**src/rtl/multi_dataflow_job_sched.sv**
```systemverilog
// Job scheduler for the multi_dataflow cipher datapath: issues credit-limited block
// requests and retires blocks by counting chiped_text beats. Optional watchdog: MULTI_DATAFLOW_SCHED_WDOG_EN.
module multi_dataflow_job_sched #(
   parameter int N_BLOCKS_W      = 16,
   parameter int WORDS_PER_BLOCK = 4,
   parameter int MAX_INFLIGHT    = 2,
   parameter int WDOG_CYCLES     = 1024
) (
   input  logic                  clk_i,
   input  logic                  rst_i,
   input  logic                  clear_i,
   input  logic                  start_i,
   input  logic [N_BLOCKS_W-1:0] n_blocks_i,
   output logic                  src_req_valid_o,
   input  logic                  src_req_ready_i,
   input  logic                  out_valid_i,
   input  logic                  out_ready_i,
   output logic                  busy_o,
   output logic                  done_o,
   output logic                  evt_o,
   output logic [N_BLOCKS_W-1:0] blocks_done_o,
   output logic                  err_o,
   output logic                  timeout_o
);

   localparam int IF_W   = $clog2(MAX_INFLIGHT + 1);
   localparam int BEAT_W = (WORDS_PER_BLOCK > 1) ? $clog2(WORDS_PER_BLOCK) : 1;
   localparam logic [BEAT_W-1:0] BEAT_LAST = BEAT_W'(WORDS_PER_BLOCK - 1);
   localparam logic [IF_W-1:0]   MAX_IF    = IF_W'(MAX_INFLIGHT);

   typedef enum logic [1:0] {IDLE, ISSUE, DRAIN, DONE} state_t;

   state_t                  state_reg;
   logic [N_BLOCKS_W-1:0]   n_reg;
   logic [N_BLOCKS_W-1:0]   issued_reg;
   logic [N_BLOCKS_W-1:0]   completed_reg;
   logic [IF_W-1:0]         inflight_reg;
   logic [BEAT_W-1:0]       beat_reg;
   logic                    valid_reg;
   logic                    busy_reg;
   logic                    done_reg;
   logic                    err_reg;

   logic                    active;
   logic                    fire;
   logic                    beat;
   logic                    beat_ok;
   logic                    retire;
   logic                    wdog_hit;
   logic [N_BLOCKS_W-1:0]   issued_next;
   logic [N_BLOCKS_W-1:0]   completed_next;
   logic [IF_W-1:0]         inflight_next;
   logic [BEAT_W-1:0]       beat_next;

   // A beat only counts while a job is running and some block is outstanding.
   always_comb begin
      active         = (state_reg == ISSUE) || (state_reg == DRAIN);
      fire           = valid_reg & src_req_ready_i;
      beat           = out_valid_i & out_ready_i;
      beat_ok        = beat & active & (inflight_reg != '0);
      retire         = beat_ok & (beat_reg == BEAT_LAST);
      issued_next    = issued_reg + N_BLOCKS_W'(fire);
      completed_next = completed_reg + N_BLOCKS_W'(retire);
      inflight_next  = inflight_reg;
      if (fire && !retire) begin
         inflight_next = inflight_reg + IF_W'(1);
      end else if (!fire && retire) begin
         inflight_next = inflight_reg - IF_W'(1);
      end
      beat_next = beat_reg;
      if (retire) begin
         beat_next = '0;
      end else if (beat_ok) begin
         beat_next = beat_reg + BEAT_W'(1);
      end
   end

`ifdef MULTI_DATAFLOW_SCHED_WDOG_EN
   localparam int WDOG_W = $clog2(WDOG_CYCLES + 1);

   logic [WDOG_W-1:0] stall_reg;
   logic              timeout_reg;

   always_comb begin
      wdog_hit = active & ~fire & ~beat_ok & (stall_reg == WDOG_W'(WDOG_CYCLES - 1));
   end

   always_ff @(posedge clk_i) begin
      if (rst_i || clear_i) begin
         stall_reg   <= '0;
         timeout_reg <= 1'b0;
      end else begin
         if (!active || fire || beat_ok) begin
            stall_reg <= '0;
         end else begin
            stall_reg <= stall_reg + WDOG_W'(1);
         end
         if (wdog_hit) begin
            timeout_reg <= 1'b1;
         end
      end
   end

   assign timeout_o = timeout_reg;
`else
   always_comb begin
      wdog_hit = 1'b0;
   end

   assign timeout_o = 1'b0;
`endif

   always_ff @(posedge clk_i) begin
      if (rst_i || clear_i) begin
         state_reg     <= IDLE;
         n_reg         <= '0;
         issued_reg    <= '0;
         completed_reg <= '0;
         inflight_reg  <= '0;
         beat_reg      <= '0;
         valid_reg     <= 1'b0;
         busy_reg      <= 1'b0;
         done_reg      <= 1'b0;
         err_reg       <= 1'b0;
      end else begin
         done_reg      <= 1'b0;
         issued_reg    <= issued_next;
         completed_reg <= completed_next;
         inflight_reg  <= inflight_next;
         beat_reg      <= beat_next;
         if (beat && !beat_ok) begin
            err_reg <= 1'b1;
         end
         case (state_reg)
            IDLE: begin
               if (start_i) begin
                  n_reg         <= n_blocks_i;
                  issued_reg    <= '0;
                  completed_reg <= '0;
                  inflight_reg  <= '0;
                  beat_reg      <= '0;
                  if (n_blocks_i != '0) begin
                     state_reg <= ISSUE;
                     busy_reg  <= 1'b1;
                     valid_reg <= 1'b1;
                  end else begin
                     state_reg <= DONE;
                     done_reg  <= 1'b1;
                  end
               end
            end
            ISSUE: begin
               if (wdog_hit) begin
                  state_reg <= DONE;
                  busy_reg  <= 1'b0;
                  valid_reg <= 1'b0;
                  done_reg  <= 1'b1;
               end else if (issued_next == n_reg) begin
                  state_reg <= DRAIN;
                  valid_reg <= 1'b0;
               end else begin
                  // Looks at next-cycle credit so a retire re-opens the request at once.
                  valid_reg <= (inflight_next < MAX_IF);
               end
            end
            DRAIN: begin
               if (wdog_hit || (completed_reg == n_reg)) begin
                  state_reg <= DONE;
                  busy_reg  <= 1'b0;
                  done_reg  <= 1'b1;
               end
            end
            DONE: begin
               state_reg <= IDLE;
            end
            default: begin
               state_reg <= IDLE;
            end
         endcase
      end
   end

   assign src_req_valid_o = valid_reg;
   assign busy_o          = busy_reg;
   assign done_o          = done_reg;
   assign evt_o           = done_reg;
   assign blocks_done_o   = completed_reg;
   assign err_o           = err_reg;

endmodule
```
**config.mk**
```make
export PLATFORM = sky130hd
export DESIGN_NAME = multi_dataflow_job_sched
export DESIGN_NICKNAME = d
export VERILOG_FILES = /design/src/rtl/multi_dataflow_job_sched.sv
export SDC_FILE = /design/constraint.sdc
export NUM_CORES = 1
export LEC_CHECK = 0
export CORE_MARGIN = 4
export CORE_UTILIZATION = 49
export CTS_CLUSTER_DIAMETER = 120
export CTS_CLUSTER_SIZE = 25
export DETAILED_ROUTE_END_ITERATION = 16
export MAX_ROUTING_LAYER = met4
export PLACE_DENSITY = 0.76
export SKIP_LAST_GASP = 1
export SLEW_MARGIN = 20
export SYNTH_ARGS = -nofsm -noshare
export SYNTH_HDL_FRONTEND = slang
export SYNTH_SLANG_ARGS = --single-unit
export TNS_END_PERCENT = 1
```
**constraint.sdc**
```tcl
create_clock -name clk_i -period 3.85 [get_ports clk_i]
set_input_delay 1.155 -clock clk_i [delete_from_list [all_inputs] [get_ports clk_i]]
set_output_delay 1.155 -clock clk_i [all_outputs]
set_load 0.03 [all_outputs]
```
==> results.txt, run 1 <==
* Remaining Overflow, GRT: 0
- Internal power comes to around 1.0 mW.
- Placed cell count: ~500
- Max-cap violations in this run came to 0.
* Worst ir drop on vdd: roughly 0.27 mV
* Portion of synthesized cell area occupied by the leading cell type: between 30% and 40%
* Pwr Density: 360 mW/mm^2
* Net switching fraction of the power: 27.3%
* Critical path class: in -> reg
- Number of setup violations in the final report: 0
* Effective utilization at floorplan: between 50% and 60%
* Buffer depth of the longest clock path: 2
- For this design the total switching power over the nets is 392 uW.
- Die Span Y: ~88 um
* PortBufs: 43
* 1st-iter DRT viols: approximately 150
- Total length of routed wires: between 7000 and 8000 um
* Post-route insts no fill: ~520
- During synthesis, Yosys emitted a total of 0 warnings.
* Max-slew violation count: 0
- Once the clock tree was built, the setup fixing pass inserted 0 buffers.
- Required time of the critical path: slightly above 4 ns
- Of the available clock period, the critical path in the final layout requires a little over nine tenths.
* Number of distinct library cells after synthesis: 50
* Predominant post-synthesis flop cell: dfxtp_1
* First-pass GRT wire length: about 13000 um
- Synthesized net count: between 400 and 500
- Clock-pin slew on the worst setup and hold paths: 0.07 ns
* Largest cells by area after synthesis: dfxtp_1, xnor2_1, nor2_1
* Number of search-and-repair iterations in the first detailed-routing pass: 4
- Subtracting the final worst setup slack from the clock period gives ~3.8 ns.
- In this run, synthesis inferred 0 flip-flops with an integrated enable.
* Largest clock skew in the final design: approximately 0.0054 ns
* Vias after detailed routing: 2887
- The analysis attributes to cell leakage a power of roughly 1.4 nW.
* Remaining routing DRC violations: 0
- After detailed routing, the average wire length per cell comes to around 15 um.
- The tree is rooted in a clkbuf_8.
* Count of H-tree levels built during CTS: 3
* Count of antenna diodes in the layout: 0
- Routing usage on met3: between 6 and 7%
- Most used standard cell by instance count after synthesis: dfxtp_1
- The worst register-to-register path begins at src_req_valid_o.
- Die span in x: between 80 and 90 um
- Maximum fanout along the worst path: 5
- Synthesis-stage register bit count: 58
- CP startpoint kind: primary input
- The region available for standard cell placement spans 0.00610 mm^2.
- Final nets: 470
* HPWL after detailed placement: between 5000 and 6000 um
- The critical path crosses 12 cells after its start point.
- Number of vias per cell after detailed routing: 5.57
* Number of primary I/O pins: 45
- Upper clock frequency limit: 266 MHz
- Floorplan die area: 0.00778 mm^2
- Post-route design area: between 0.003 and 0.004 mm^2
* CP Buf/Inv Count: 3
* Highest-delay cell along the critical path: or4_4
- In this run, flip-flops and latches consume a little over two fifths of the power.
* Number of cells on the worst reg-to-reg path: 11
- The global routing stage identified its most utilized layer as met2.
* Post-placement worst setup slack: -0.373 ns
- Biggest area consumer among synthesized cells: dfxtp_1
* Synthesized instance count: around 380
- Clock latency on the worst-skew pair, taken at its later pin, is between 0.3 and 0.4 ns.
- At the worst endpoint, the arrival time is 4.04 ns.
- Reg2reg setup slack: between 0.9 and 1 ns
- The share of the Yosys chip area taken by registers is a little under two fifths.
- For this run, the share of the core covered by cells in the final layout is 65.5%.
- Of all flip-flops after synthesis, the portion carrying an async set or reset was 0%.
- Crit path max-delay family: simple AND/OR/NAND/NOR gates
* Worst setup EP type: flop
* Start point of the critical path: src_req_ready_i
- Combinational Power Share: 15.7%
- In this run the worst setup path terminates at state_reg[0].
* Transition at the pin with the smallest max-transition slack: ~0.67 ns
- Met2 GRT Util: 36.4%
* P&R area growth vs syn: 26.6%
* Cell Area, Synth: ~0.0032 mm^2
* Rel. slew slack: between 50% and 60%
* Slack of the critical path: about 0.086 ns
* Via count of the first global-routing pass: about 2.8k
- Global routing used 22.2% of the available tracks across all layers.
* Number of antenna violations at the first check in global routing: 0
* FF-to-FF End: state_reg[0]
- After filler insertion, the fill cell instance count of the layout stands at between 500 and 600.
- Share of power burned in the clock network: between 40 and 50%
* Peak per-stage delay on the critical path: about 0.53 ns
- TritonCTS sink count: a little under 60
- The placed instances occupy a cell area of ~0.0037 mm^2.
* Worst min-delay path category: reg -> reg
- Summing all multi-input logic gate instances after layout gives 0.00192 mm^2.
- The flow ran to the end, and the final reports show no timing, DRC or antenna violations.
- Hold repair after CTS inserted 0 buffers.
- Of the cells placed in the final design, the portion with a size suffix greater than 1 is 12.0%.
- Worst hold margin: around 0.45 ns
- Synth top cells by count: dfxtp_1, nor2_1, nand2_1, xnor2_1, a21oi_1
- CTS Buf Count: 9
* Count of nets left with antenna violations after detail routing: 0
- The congestion estimate from routability-driven global placement came to around 0.93.
* Seq. cell area: 0.00116 mm^2
* Average cell area after synthesis: roughly 8.3 um^2
* Largest net degree at the start of global routing: 30
* Final hold vios: 0
- Number of placement rows: 28
* Met1 track demand over resource: between 20% and 30%
- TritonCTS clock tree: yes
- CP cell instances: clkdlybuf4s50_1 -> and2_4 -> ha_4 -> buf_4 -> and4_4 -> buf_4 -> and3_1 -> xnor3_1 -> nand4_1 -> or4_4 -> or4_4 -> a21oi_1
routing by layer:
| metal | wire length, um | up-vias |
|---|---|---|
| met5 | 0 | - |
| met4 | 93 | 0 |
| met3 | 550 | 11 |
| met2 | 3870 | 90 |
| met1 | 3470 | 1360 |
| li1 | - | 1426 |
power groups by stage:
stage	sequential [mW]	combinational, mW	clock, mW
CTS	0.631	0.220	0.590
detailed placement	0.645	0.218	0
finish	0.632	0.225	0.581
global route	0.633	0.248	0.615
global placement	0.644	0.214	0
floorplan	0.643	0.141	0
stage by stage:
step / power [mW] / setup TNS [ns]
after floorplan: 0.784 / 0
after global placement: 0.858 / -0.702
after detailed placement: 0.863 / -0.952
after CTS: 1.44 / 0
after global routing: 1.50 / -0.0117
final: 1.44 / 0
kinds of logic (layout without fill, tap and decap cells):
family	count (synthesis)	after routing	synth area share [%]
adder cells (fa/ha/maj)	11	11	4.20
multiplexers	1	1	0.317
buffers and inverters	25	87	3.65
AND/OR/NAND/NOR	178	178	28.3
AO/OA/AOI/OAI	49	49	9.60
other	1	1	0.119
flip-flops	58	58	36.8
XOR/XNOR	58	58	17.0
cell usage in the layout (no fill, tap or decap), types with 3 or more instances in the layout:
cell type         n
inv_1             8
nor2_1           49
nand2_1          48
or3_1             3
nand3_1          12
clkbuf_8         11
ha_1              7
nand2b_1          6
o21ai_0           9
nor4_1            6
dfxtp_1          58
nand4_1           9
and3_1           12
clkinv_2          3
buf_4            20
and2_1            7
xor2_1           15
nor3_1            8
and4_1            3
xnor2_1          41
clkdlybuf4s50_1  43
a21oi_1          22
final cells by class:
cell class / count / share of cell area, %
Clock inverter: 5 / 1.32
Clock buffer: 11 / 3.79
Sequential cell: 58 / 29.1
Multi-Input combinational cell: 298 / 48.2
Timing Repair Buffer: 63 / 14.5
Tap cell: 75 / 2.35
Inverter: 8 / 0.752
tightest hold or removal path, cell delays in order (launching register included):
cell and delay (ns):
dfxtp_1 0.31, nand2_1 0.05, a21oi_1 0.05
worst min path at each step:
stage                         from  endpoint  slack [ns]  cells past startpoint
after floorplan           n_reg[7]  n_reg[7]        0.46                      2
after global placement      busy_o    busy_o        0.44                      2
after detailed placement    busy_o    busy_o        0.45                      2
after CTS                   busy_o    busy_o        0.46                      2
after global routing        busy_o    busy_o        0.49                      2
final                       busy_o    busy_o        0.45                      2
timing repair:
item | 4_1_cts | 5_1_grt
endpoints found under the setup margin | 2 | 2
pin swaps | 0 | 4
gates resized for setup | 1 | 6
hold endpoints to repair | 0 | 0
Power figures use the tool's default switching activity.
==> run 2: changes to the inputs <==
Settings changed: CTS_BUF_LIST set to sky130_fd_sc_hd__clkbuf_16, GPL_TIMING_DRIVEN set to 0.
==> run 2 against run 1 <==
- first-iteration DRC count is 14% higher
- worst hold slack improved by 0.017 ns
- design area increased by 3.2%
- global-route usage is 0.63 points higher
- clock-buffer cell count shrank 2
- critical path depth stayed put
- combinational power up 2%
- sequential cell count unchanged
- maximum frequency rose by 5.3%
- wire length is 0.11% higher
==> results.txt, run 2 (synthesis results as in run 1) <==
- Highest-delay cell along the critical path: or4_4
* Placed cell count: 499 (-0.60%)
- Rel. slew slack: 54.0% (-1.3 points)
- The number of global-route vias before repair is 2657 (-4.4%).
* CP startpoint kind: primary input
- The actual transition at the worst max-transition pin was 0.684 ns (+0.0191 ns).
- Remaining routing DRC violations: 0 (unchanged)
- Tot GR Track Use: 22.9% (+0.63 points)
* Number of antenna violations at the first check in global routing: 0 (unchanged)
* Number of cells traversed by the worst hold path: 2 (unchanged)
* Number of setup violations in the final report: 0 (unchanged)
- Maxcap violations: 0 (unchanged)
* Number of placement rows: 28 (unchanged)
- Leaving out fill and tap cells, the most frequent cell in the layout is dfxtp_1.
- First-pass GRT wire length: 13100 um (+2.2%)
- Number of search-and-repair iterations in the first detailed-routing pass: 4 (unchanged)
* Worst ir drop on vdd: 0.282 mV (+3.4%)
* P&R area growth vs syn: 30.7%
- DR WL/cell: 15.3 um (-1.0%)
- Largest clock skew in the final design: 0.00619 ns (+0.000762 ns)
- Die Span Y: 88.2 um (unchanged)
* Final clock period utilization by the worst path: 92.9% (-4.9 points)
* Area inside the core boundary: 0.00610 mm^2 (unchanged)
- The critical path in this run is classified as in -> reg.
- Maximum fanout along the worst path: 5 (unchanged)
* Unrepaired setup endpoints after global routing: no
- Post-route insts no fill: 524 (+1.2%)
- Required time of the critical path: 4.11 ns (-0.02 ns)
- Leading cell types in the layout, fill and taps excluded: dfxtp_1, nor2_1, nand2_1
- The total number of nets in the final design came to 476 (+1.3%).
- The total count of hold-check failures in the final report was 0 (unchanged).
- The die outline area was 0.00778 mm^2 (unchanged).
* Die span in x: 88.2 um (unchanged)
- The max-slew violation count came to 0 (unchanged).
* Count of antenna diodes in the layout: 0 (unchanged)
* TritonCTS sink count: 58 (unchanged)
- Run status: completed
* Number of cells on the worst reg-to-reg path: 11 (unchanged)
- The fraction of layout instances using a drive strength above 1 was 10.9% (-1.1 points).
- Cell leakage power: 1.50 nW (+5.1%)
- The quantity of I/O buffers inserted on ports was 43 (unchanged).
- The maximum cell stage delay along the critical path came to 0.58 ns (+0.05 ns).
- Gpl congestion: 0.937 (+0.73%)
- The endpoint arrival time on the critical path is 3.84 ns (-0.20 ns).
- Largest net degree at the start of global routing: 11 (-63%)
- Vias after detailed routing: 2883 (-0.14%)
- Walking the worst path, the cells encountered are dlymetal6s2s_1 -> and2_4 -> ha_4 -> ha_4 -> buf_4 -> nand3_4 -> nor3_2 -> a2111oi_2 -> o2111ai_1 -> or4_4 -> or4_4 -> a21oi_2.
- Pwr Density: 390 mW/mm^2 (+8.3%)
- HPWL after detailed placement: 6020 um (+1.5%)
* Effective utilization at floorplan: 51.7% (unchanged)
- The violation count after the first detailed-route iteration was 166 (+14%).
- The clock input transition at the sequential cells of the worst setup and hold paths came to 0.05 ns (-0.02 ns).
* Buffer depth of the longest clock path: 2 (unchanged)
- Total length of routed wires: 7990 um (+0.11%)
* Worst setup EP type: flop
* Upper clock frequency limit: 280 MHz (+5.3%)
* Cell chosen for the clock root: clkbuf_16
- Later-pin clock latency in the skew report: 0.33 ns (-0.02 ns)
- Worst min-delay path category: reg -> reg
- The total design power was 1.61 mW (+12%).
* Number of primary I/O pins: 45 (unchanged)
- Post-CTS Hold Buffers: 0 (unchanged)
- Crit path time final: 3.58 ns (-0.188 ns)
- Worst hold margin: 0.471 ns (+0.0166 ns)
- CTS Buf Count: 9 (unchanged)
- TritonCTS clock tree: yes
- Remaining Overflow, GRT: 0 (unchanged)
- The number of H-tree branching levels was 3 (unchanged).
- The number of vias per cell was 5.50 (-1.3%).
- The number of antenna-violating nets in the routed design is 0 (unchanged).
-- run 2: critical path: cells and delay by family --
family / cells / cell delay (ns)
buffers and inverters: 2 / 0.26
AND/OR/NAND/NOR: 5 / 1.44
adder cells (fa/ha/maj): 2 / 0.34
AO/OA/AOI/OAI: 3 / 0.65
-- run 2: path summary, 6_finish.rpt --
check | end | slack, ns | from
setup / recovery | state_reg[0] | 0.27 | src_req_ready_i
hold / removal | busy_o | 0.47 | busy_o
setup reg to reg | state_reg[0] | 0.91 | src_req_valid_o
hold reg to reg | busy_o | 0.47 | busy_o
-- run 2: cell type report --
type / count / area [um^2]
fill: 511 / 1970
clock inverter: 7 / 52.6
clock buffer: 9 / 225
timing repair buffer: 53 / 508
buffer: 16 / 87.6
inverter: 8 / 30.0
tap: 75 / 93.8
sequential: 58 / 1160
multi-input combinational: 298 / 1960
-- run 2: metal layers --
layer / track usage [%] / share of wire, %
met1: 29.1 / 45
met2: 35.5 / 46
met3: 4.28 / 6.8
met4: 9.89 / 2.0
met5: - / 0
-- run 2: through the flow --
step	cell area [um^2]	setup TNS, ns	util (%)	setup WS [ns]
after floorplan	3160	0	-	0.00684
after global placement	3680	-2.56	60.4	-0.940
after detailed placement	3680	-2.73	60.4	-1.02
after CTS	4040	0	66.3	0.00976
after global routing	4120	0	67.6	0.202
final	4120	0	67.6	0.274
-- run 2: report_power, final --
part	internal [mW]	switching (mW)
registers	0.616	0.0179
logic	0.101	0.129
clock network	0.485	0.258
-- run 2: what timing repair did --
item	CTS	global route
endpoints found under the setup margin	3	3
setup buffers	4	6
gates resized for setup	11	8
pin swaps	7	9
cloned	0	0
